### src/rtl/core_pkg.sv
// Shared decode constants for the MIPS-subset core: opcodes, functs, ALU ops, ID/EX control layout.
// Latency: n/a (types and constants only).
// Backpressure: n/a.
package core_pkg;

  // Primary opcodes
  localparam logic [5:0] OP_R    = 6'h00;
  localparam logic [5:0] OP_J    = 6'h02;
  localparam logic [5:0] OP_JAL  = 6'h03;
  localparam logic [5:0] OP_BEQ  = 6'h04;
  localparam logic [5:0] OP_BNE  = 6'h05;
  localparam logic [5:0] OP_ADDI = 6'h08;
  localparam logic [5:0] OP_ANDI = 6'h0C;
  localparam logic [5:0] OP_ORI  = 6'h0D;
  localparam logic [5:0] OP_LW   = 6'h23;
  localparam logic [5:0] OP_SW   = 6'h2B;

  // R-type funct codes
  localparam logic [5:0] FN_SLL = 6'h00;
  localparam logic [5:0] FN_SRL = 6'h02;
  localparam logic [5:0] FN_JR  = 6'h08;
  localparam logic [5:0] FN_ADD = 6'h20;
  localparam logic [5:0] FN_SUB = 6'h22;
  localparam logic [5:0] FN_AND = 6'h24;
  localparam logic [5:0] FN_OR  = 6'h25;
  localparam logic [5:0] FN_SLT = 6'h2A;

  // ALU operation handed to EX; ALU_NOP keeps an all-zero control word a true nop
  typedef enum logic [3:0] {
    ALU_NOP = 4'd0,
    ALU_ADD = 4'd1,
    ALU_SUB = 4'd2,
    ALU_AND = 4'd3,
    ALU_OR  = 4'd4,
    ALU_SLT = 4'd5,
    ALU_SLL = 4'd6,
    ALU_SRL = 4'd7
  } alu_op_e;

  // idex_ctrl bit positions
  localparam int CTRL_W         = 10;
  localparam int CTRL_REG_WRITE = 9;
  localparam int CTRL_MEM_READ  = 8;
  localparam int CTRL_MEM_WRITE = 7;
  localparam int CTRL_MEM_TO_REG = 6;
  localparam int CTRL_ALU_SRC   = 5;
  localparam int CTRL_JAL       = 4;
  localparam int CTRL_ALUOP_LSB = 0;

  // Field order mirrors the bit positions above
  typedef struct packed {
    logic    reg_write;
    logic    mem_read;
    logic    mem_write;
    logic    mem_to_reg;
    logic    alu_src;
    logic    jal;
    alu_op_e alu_op;
  } ctrl_t;

  // Unsupported functs map to ALU_NOP so the caller can decode them as a nop
  function automatic alu_op_e funct_to_alu(input logic [5:0] funct);
    case (funct)
      FN_ADD:  return ALU_ADD;
      FN_SUB:  return ALU_SUB;
      FN_AND:  return ALU_AND;
      FN_OR:   return ALU_OR;
      FN_SLT:  return ALU_SLT;
      FN_SLL:  return ALU_SLL;
      FN_SRL:  return ALU_SRL;
      default: return ALU_NOP;
    endcase
  endfunction

endpackage

### src/rtl/decode_hazard_unit.sv
// Load-use and branch-operand hazard detection for the decode stage; produces the ID stall.
// Latency: combinational.
// Backpressure: ex_stall propagates straight into id_stall.
// Ports: if_valid + rs/rt + source-use flags from decode, EX/MEM destination/control, ex_stall in;
//        hazard (bubble request) and id_stall out.
module decode_hazard_unit #(
  parameter int AW     = 5,
  parameter int BR_FWD = 1
) (
  input  logic          if_valid,
  input  logic [AW-1:0] rs,
  input  logic [AW-1:0] rt,
  input  logic          rt_src,
  input  logic          br_rs,
  input  logic          br_rt,
  input  logic          ex_reg_write,
  input  logic          ex_mem_read,
  input  logic [AW-1:0] ex_dest,
  input  logic          mem_reg_write,
  input  logic          mem_mem_read,
  input  logic [AW-1:0] mem_dest,
  input  logic          ex_stall,
  output logic          hazard,
  output logic          id_stall
);

  logic load_use;
  logic ex_br;
  logic mem_busy;
  logic mem_br;

  assign load_use = ex_mem_read && (ex_dest != '0) &&
                    ((ex_dest == rs) || (rt_src && (ex_dest == rt)));

  // Branch/jr compare happens in ID, so any EX producer is too late to forward
  assign ex_br = ex_reg_write && (ex_dest != '0) &&
                 ((br_rs && (ex_dest == rs)) || (br_rt && (ex_dest == rt)));

  // Load data is not ready in MEM; ALU results are only forwardable when BR_FWD is set
  assign mem_busy = mem_mem_read || ((BR_FWD == 0) && mem_reg_write);
  assign mem_br   = mem_busy && (mem_dest != '0) &&
                    ((br_rs && (mem_dest == rs)) || (br_rt && (mem_dest == rt)));

  assign hazard   = if_valid && (load_use || ex_br || mem_br);
  assign id_stall = hazard || ex_stall;

endmodule

### src/rtl/decode_stage_pipe.sv
// Decode stage: control decode, WB-bypassed register file, branch/jump resolution, ID/EX register.
// Latency: 1 cycle IF/ID -> ID/EX; stall/redirect are combinational.
// Backpressure: ex_stall holds ID/EX and raises id_stall; hazards insert a bubble and stall IF/ID.
// Ports: clk/rst; IF/ID slot (if_*); EX/MEM hazard/forward inputs; WB write port;
//        id_stall/id_redirect(_pc) to fetch; idex_* register outputs to EX.
module decode_stage_pipe
  import core_pkg::*;
#(
  parameter int  DATA_W = 32,
  parameter int  PC_W   = 10,
  parameter int  NREGS  = 32,
  parameter int  BR_FWD = 1,
  localparam int AW     = $clog2(NREGS)
) (
  input  logic              clk,
  input  logic              rst,
  input  logic              if_valid,
  input  logic [31:0]       if_instr,
  input  logic [PC_W-1:0]   if_pc_plus1,
  input  logic              ex_stall,
  input  logic              ex_reg_write,
  input  logic              ex_mem_read,
  input  logic [AW-1:0]     ex_dest,
  input  logic              mem_reg_write,
  input  logic              mem_mem_read,
  input  logic [AW-1:0]     mem_dest,
  input  logic [DATA_W-1:0] mem_fwd_data,
  input  logic              wb_we,
  input  logic [AW-1:0]     wb_dest,
  input  logic [DATA_W-1:0] wb_data,
  output logic              id_stall,
  output logic              id_redirect,
  output logic [PC_W-1:0]   id_redirect_pc,
  output logic              idex_valid,
  output logic [CTRL_W-1:0] idex_ctrl,
  output logic [AW-1:0]     idex_rs,
  output logic [AW-1:0]     idex_rt,
  output logic [AW-1:0]     idex_dest,
  output logic [DATA_W-1:0] idex_rdata1,
  output logic [DATA_W-1:0] idex_rdata2,
  output logic [DATA_W-1:0] idex_imm,
  output logic [4:0]        idex_shamt,
  output logic [PC_W-1:0]   idex_link
);

  // Instruction fields
  logic [5:0]    opcode, funct;
  logic [AW-1:0] rs, rt, rd;
  logic [4:0]    shamt;
  logic [15:0]   imm16;

  assign opcode = if_instr[31:26];
  assign rs     = if_instr[21 +: AW];
  assign rt     = if_instr[16 +: AW];
  assign rd     = if_instr[11 +: AW];
  assign shamt  = if_instr[10:6];
  assign funct  = if_instr[5:0];
  assign imm16  = if_instr[15:0];

  // Control decode
  ctrl_t ctrl;
  logic  reg_dst, rt_src, zext;
  logic  is_beq, is_bne, is_j, is_jal, is_jr;

  always_comb begin
    ctrl    = '0;
    reg_dst = 1'b0;
    rt_src  = 1'b0;
    zext    = 1'b0;
    is_beq  = 1'b0;
    is_bne  = 1'b0;
    is_j    = 1'b0;
    is_jal  = 1'b0;
    is_jr   = 1'b0;
    case (opcode)
      OP_R: begin
        reg_dst = 1'b1;
        if (funct == FN_JR) begin
          is_jr = 1'b1;
        end else begin
          rt_src       = 1'b1;
          ctrl.alu_op  = funct_to_alu(funct);
          ctrl.reg_write = (funct_to_alu(funct) != ALU_NOP);
        end
      end
      OP_J:   is_j = 1'b1;
      OP_JAL: begin
        is_jal         = 1'b1;
        ctrl.reg_write = 1'b1;
        ctrl.jal       = 1'b1;
      end
      OP_BEQ: begin is_beq = 1'b1; rt_src = 1'b1; end
      OP_BNE: begin is_bne = 1'b1; rt_src = 1'b1; end
      OP_ADDI: begin
        ctrl.reg_write = 1'b1;
        ctrl.alu_src   = 1'b1;
        ctrl.alu_op    = ALU_ADD;
      end
      OP_ANDI: begin
        zext           = 1'b1;
        ctrl.reg_write = 1'b1;
        ctrl.alu_src   = 1'b1;
        ctrl.alu_op    = ALU_AND;
      end
      OP_ORI: begin
        zext           = 1'b1;
        ctrl.reg_write = 1'b1;
        ctrl.alu_src   = 1'b1;
        ctrl.alu_op    = ALU_OR;
      end
      OP_LW: begin
        ctrl.reg_write  = 1'b1;
        ctrl.mem_read   = 1'b1;
        ctrl.mem_to_reg = 1'b1;
        ctrl.alu_src    = 1'b1;
        ctrl.alu_op     = ALU_ADD;
      end
      OP_SW: begin
        rt_src         = 1'b1;
        ctrl.mem_write = 1'b1;
        ctrl.alu_src   = 1'b1;
        ctrl.alu_op    = ALU_ADD;
      end
      default: ;
    endcase
  end

  logic [DATA_W-1:0] imm_ext;
  logic [AW-1:0]     dest;

  assign imm_ext = zext ? {{(DATA_W-16){1'b0}}, imm16} : {{(DATA_W-16){imm16[15]}}, imm16};
  assign dest    = is_jal ? AW'(31) : (reg_dst ? rd : rt);

  // Register file; r0 is never written and always reads zero
  logic [DATA_W-1:0] regs [NREGS];

  always_ff @(posedge clk or negedge rst) begin
    if (!rst) begin
      for (int i = 0; i < NREGS; i++) regs[i] <= '0;
    end else if (wb_we && (wb_dest != '0)) begin
      regs[wb_dest] <= wb_data;
    end
  end

  // Write-through: a same-cycle WB write is visible to the read
  logic [DATA_W-1:0] rd1, rd2;
  assign rd1 = (rs == '0) ? '0 : ((wb_we && (wb_dest == rs)) ? wb_data : regs[rs]);
  assign rd2 = (rt == '0) ? '0 : ((wb_we && (wb_dest == rt)) ? wb_data : regs[rt]);

  // Branch/jr operands additionally see the MEM-stage ALU result
  logic [DATA_W-1:0] br_a, br_b;
  assign br_a = ((BR_FWD != 0) && mem_reg_write && !mem_mem_read && (mem_dest == rs) && (rs != '0))
                ? mem_fwd_data : rd1;
  assign br_b = ((BR_FWD != 0) && mem_reg_write && !mem_mem_read && (mem_dest == rt) && (rt != '0))
                ? mem_fwd_data : rd2;

  logic hazard;

  decode_hazard_unit #(
    .AW     (AW),
    .BR_FWD (BR_FWD)
  ) u_hazard (
    .if_valid      (if_valid),
    .rs            (rs),
    .rt            (rt),
    .rt_src        (rt_src),
    .br_rs         (is_beq || is_bne || is_jr),
    .br_rt         (is_beq || is_bne),
    .ex_reg_write  (ex_reg_write),
    .ex_mem_read   (ex_mem_read),
    .ex_dest       (ex_dest),
    .mem_reg_write (mem_reg_write),
    .mem_mem_read  (mem_mem_read),
    .mem_dest      (mem_dest),
    .ex_stall      (ex_stall),
    .hazard        (hazard),
    .id_stall      (id_stall)
  );

  logic br_eq, br_taken;
  assign br_eq    = (br_a == br_b);
  assign br_taken = (is_beq && br_eq) || (is_bne && !br_eq);

  assign id_redirect = if_valid && !id_stall && (br_taken || is_j || is_jal || is_jr);

  always_comb begin
    if (is_jr)              id_redirect_pc = br_a[PC_W-1:0];
    else if (is_j || is_jal) id_redirect_pc = if_instr[PC_W-1:0];
    else                    id_redirect_pc = if_pc_plus1 + imm_ext[PC_W-1:0];
  end

  // ID/EX register: hold on ex_stall, bubble on hazard or empty slot
  always_ff @(posedge clk or negedge rst) begin
    if (!rst) begin
      idex_valid  <= 1'b0;
      idex_ctrl   <= '0;
      idex_rs     <= '0;
      idex_rt     <= '0;
      idex_dest   <= '0;
      idex_rdata1 <= '0;
      idex_rdata2 <= '0;
      idex_imm    <= '0;
      idex_shamt  <= '0;
      idex_link   <= '0;
    end else if (!ex_stall) begin
      if (hazard || !if_valid) begin
        idex_valid  <= 1'b0;
        idex_ctrl   <= '0;
        idex_rs     <= '0;
        idex_rt     <= '0;
        idex_dest   <= '0;
        idex_rdata1 <= '0;
        idex_rdata2 <= '0;
        idex_imm    <= '0;
        idex_shamt  <= '0;
        idex_link   <= '0;
      end else begin
        idex_valid  <= 1'b1;
        idex_ctrl   <= ctrl;
        idex_rs     <= rs;
        idex_rt     <= rt;
        idex_dest   <= dest;
        idex_rdata1 <= rd1;
        idex_rdata2 <= rd2;
        idex_imm    <= imm_ext;
        idex_shamt  <= shamt;
        idex_link   <= if_pc_plus1;
      end
    end
  end

endmodule

### config.mk
export PLATFORM = sky130hd
export DESIGN_NAME = decode_stage_pipe
export DESIGN_NICKNAME = d
export VERILOG_FILES = /design/src/rtl/core_pkg.sv /design/src/rtl/decode_hazard_unit.sv /design/src/rtl/decode_stage_pipe.sv
export SDC_FILE = /design/constraint.sdc
export NUM_CORES = 2
export LEC_CHECK = 0
export CAP_MARGIN = 30
export CORE_AREA = 2 2 338 340
export CTS_CLUSTER_DIAMETER = 80
export CTS_CLUSTER_SIZE = 16
export DETAILED_ROUTE_END_ITERATION = 8
export DIE_AREA = 0 0 340 342
export PLACE_DENSITY = 0.77
export SLEW_MARGIN = 20
export SYNTH_ARGS = -nofsm -noshare
export SYNTH_HDL_FRONTEND = slang
export SYNTH_SLANG_ARGS = --single-unit
### constraint.sdc
create_clock -name clk -period 4.01 [get_ports clk]
set_clock_uncertainty 0.1 [all_clocks]
set_input_delay 0.6015 -clock clk [delete_from_list [all_inputs] [get_ports clk]]
set_output_delay 0.6015 -clock clk [all_outputs]
set_load 0.05 [all_outputs]
==> results.ini <==
[die]
start_util_pct=55.3
die-area_sq_um=116000
num_rows=124
fp.dieW_microns=340
dieHeight_microns=342
io_pins=279
core_area_sq_um=113000

[drt]
drc=0
wl_per_cell_microns=34.5
ant_nets=0
route.vias.total=49895
routed_via_density=7.06
drt-total-wl_microns=244000
drt_iter0_markers=6929
firstDrtPassIters=6

[global_route]
grt_use_total_pct=41.7
grt_max_degree=146
use_met1_pct=52.7
grt_pass1_wl_microns=351000
busiest_layer=met2
grt_use_met3_pct=14.7
grt_overflow=0
antenna_found_initial=7
met2_usage_pct=59.8
grt_pass1_vias=50253

[critical_path]
worstPathArrival_ps=4290
cp.required_ps=3310
cp_max_fo=14
startpoint_type=input port
path_class=input port to output port
cp-end-kind=output port

[outcome]
outcome=finished, violations left
violations=setup timing

[final_layout]
drive_above_1_share_pct=46.8
postLayoutCoreUtil_pct=68.1
fill_cells=7845
fin_nets=5681
synthToLayoutAreaGrowth_pct=23.2

[place]
dp_hpwl_microns=166000
dp_slack_ps=-1340
gp_congestion=1.01
portBuffers=277

[timing]
period_needed_ps=5000
finalCritPeriodShare_pct=125
relSlewSlack_pct=31.3
worstMarginPinSlew_ps=1030
layout_setup_ws_ps=-986
setup_violations=5
hold_viol=0
rsz0062_at_grt=yes
drv_slew=0
max_freq_mhz=200

[logic_synthesis]
avgSynthCellArea_sq_um=13.2
syn-num-nets=4872
synthAdderAreaFrac_pct=0.212
synth_warnings=0
synthSimpleGateAreaFrac_pct=4.71
async_reset_ff_share_pct=100
synth_area_sq_um=62500
yosys-top-cells-area=dfrtp_1, mux2_2, mux4_2
synth_most_common_cell=dfrtp_1
ys_types=90
synth-xor-area-share_pct=0.799
synth-edff-count=0
synthCells=4732
synth_flop_cell=dfrtp_1
synth_mux_area_share_pct=36.4
ys_top_cells_by_count=dfrtp_1, mux2_2, mux4_2
ys_seq_area_share_pct=45.6
synth_top_family_by_area=multiplexers
ys_ff_latch=1139
yosysTopAreaCell=dfrtp_1
synth_compound_area_share_pct=8.03
synth_top_area_share_pct=45.6

[job]
drv_cap=0

[cts]
htree_levels=3
cts.sinks=1139
cts_tree=built
cts_buffers=82
insertion_delay_ps=700
clock-root-buffer=clkbuf_16
clock_path_buffers=3
clk_pin_slew_ps=80

[power_and_ir_drop]
seq_power_share_pct=46.1
p_int_uw=22600
power_uw=32900
combinationalPowerShare_pct=29.9
power.density_nw_per_um2=428
p_switching_uw=10400
irDropWorstVdd_mv=0.381
swShare_pct=31.5
clockPowerShare_pct=24.0
power_leakage_uw=0.0342

[min_path]
hold_class=input port to flop

[state kept, by name (all words and copies together), names as in the netlist]
name	cells
idex_imm	17
idex_valid	1
idex_rdata2	32
idex_rs	5
idex_dest	5
idex_rt	5
regs	1024
idex_rdata1	32
idex_link	10
idex_ctrl	8
[kinds of logic after synthesis]
group | count (synthesis)
flip-flops | 1139
buffers and inverters | 541
multiplexers | 1639
other | 1
AND/OR/NAND/NOR | 623
AO/OA/AOI/OAI | 722
XOR/XNOR | 57
adder cells (fa/ha/maj) | 10
[stage by stage]
stage | hold WS, ps | cells | TNS (ps) | cell area (sq um)
finish | 215 | 7063 | -1070 | 77000
global route | 212 | 7062 | -1140 | 77000
CTS | 288 | 7043 | -987 | 76400
detailed placement | 283 | 6914 | -6060 | 73200
global placement | 277 | 6913 | -5890 | 73200
floorplan | 206 | 4732 | -181 | 62600
[cell usage in the layout, fill, tap and decap left out, types with 19 or more instances in the layout]
cell type / netlist / layout
a21oi_1: 83 / 71
a221oi_1: 20 / 19
a22o_1: 92 / 92
a22oi_1: 96 / 93
buf_12: 6 / 126
buf_4: 62 / 811
buf_6: 27 / 23
clkbuf_16: 0 / 85
clkdlybuf4s50_1: 0 / 241
dfrtp_1: 1139 / 1139
inv_1: 19 / 19
mux2_2: 957 / 955
mux2i_1: 275 / 267
mux4_2: 392 / 395
nand2_1: 291 / 275
nand3_1: 44 / 44
nand4_1: 21 / 21
nor2_1: 95 / 72
nor2_4: 0 / 20
nor3_1: 36 / 32
o211ai_1: 22 / 22
o21ai_0: 172 / 158
o221ai_1: 22 / 22
o22ai_1: 29 / 26
xnor2_1: 36 / 32
xor2_1: 21 / 20
[critical path, stage by stage]
cell      delay [ps]
buf_16           180
buf_16           190
buf_12           140
buf_4            160
mux4_2           490
mux2_2           280
a221o_1          320
o211ai_1         260
nand3_1          150
o211ai_1         180
xnor2_2          140
nor4_4           340
buf_4            180
a21oi_1           60
or3_4            410
buf_8            160
[metal layers]
layer  wire length, microns  part of all wire [%]
met1                  85600                    35
met2                 104000                    43
met3                  33000                    14
met4                  21200                   8.7
met5                     37                 0.015
[power by group through the flow]
| stage | combinational (uW) | sequential, uW | clock [uW] |
|---|---|---|---|
| 2_1_floorplan | 5300 | 15100 | 0 |
| 3_3_place_gp | 9010 | 15100 | 0 |
| 3_5_place_dp | 9240 | 15300 | 0 |
| 4_1_cts | 9530 | 15100 | 7950 |
| 5_1_grt | 10300 | 15400 | 8390 |
| 6_report | 9850 | 15200 | 7920 |
[final timing paths]
path | depth (start not counted) | slack, ps | to | from
hold / removal | 3 | 210 | idex_link[0]$_DFFE_PN0N_ | if_pc_plus1[0]
hold reg to reg | 0 | 300 | regs[1018]$_DFFE_PN0P_ | regs[1018]$_DFFE_PN0P_
setup reg to reg | 7 | 1400 | idex_rdata2[29]$_DFFE_PN0N_ | regs[605]$_DFFE_PN0P_
setup / recovery | 16 | -990 | id_redirect | if_instr[16]
max in group asynchronous | 3 | 2060 | regs[621]$_DFFE_PN0P_ | rst
min in group asynchronous | 2 | 390 | regs[646]$_DFFE_PN0P_ | rst
[cell type report]
cell class	instances	area [sq um]	share of cell area, %
repair buffers	1244	12000	15.6
multi-input cells	3052	32300	41.9
flip-flops and latches	1139	28500	37.0
inverters	22	85.1	0.110
diodes	2	5.00	0.00650
clock inverters	5	58.8	0.0764
well taps	1512	1890	2.46
clock buffers	87	2120	2.76
[what timing repair did]
item	in CTS	in global routing
buffers inserted	33	19
pin swaps	36	42
hold buffers	1	0
endpoints found under the hold margin	22	0
resized for setup	141	96
setup endpoints to repair	11	11
cloned	6	1
No activity file was read; power rests on OpenSTA's default activity.
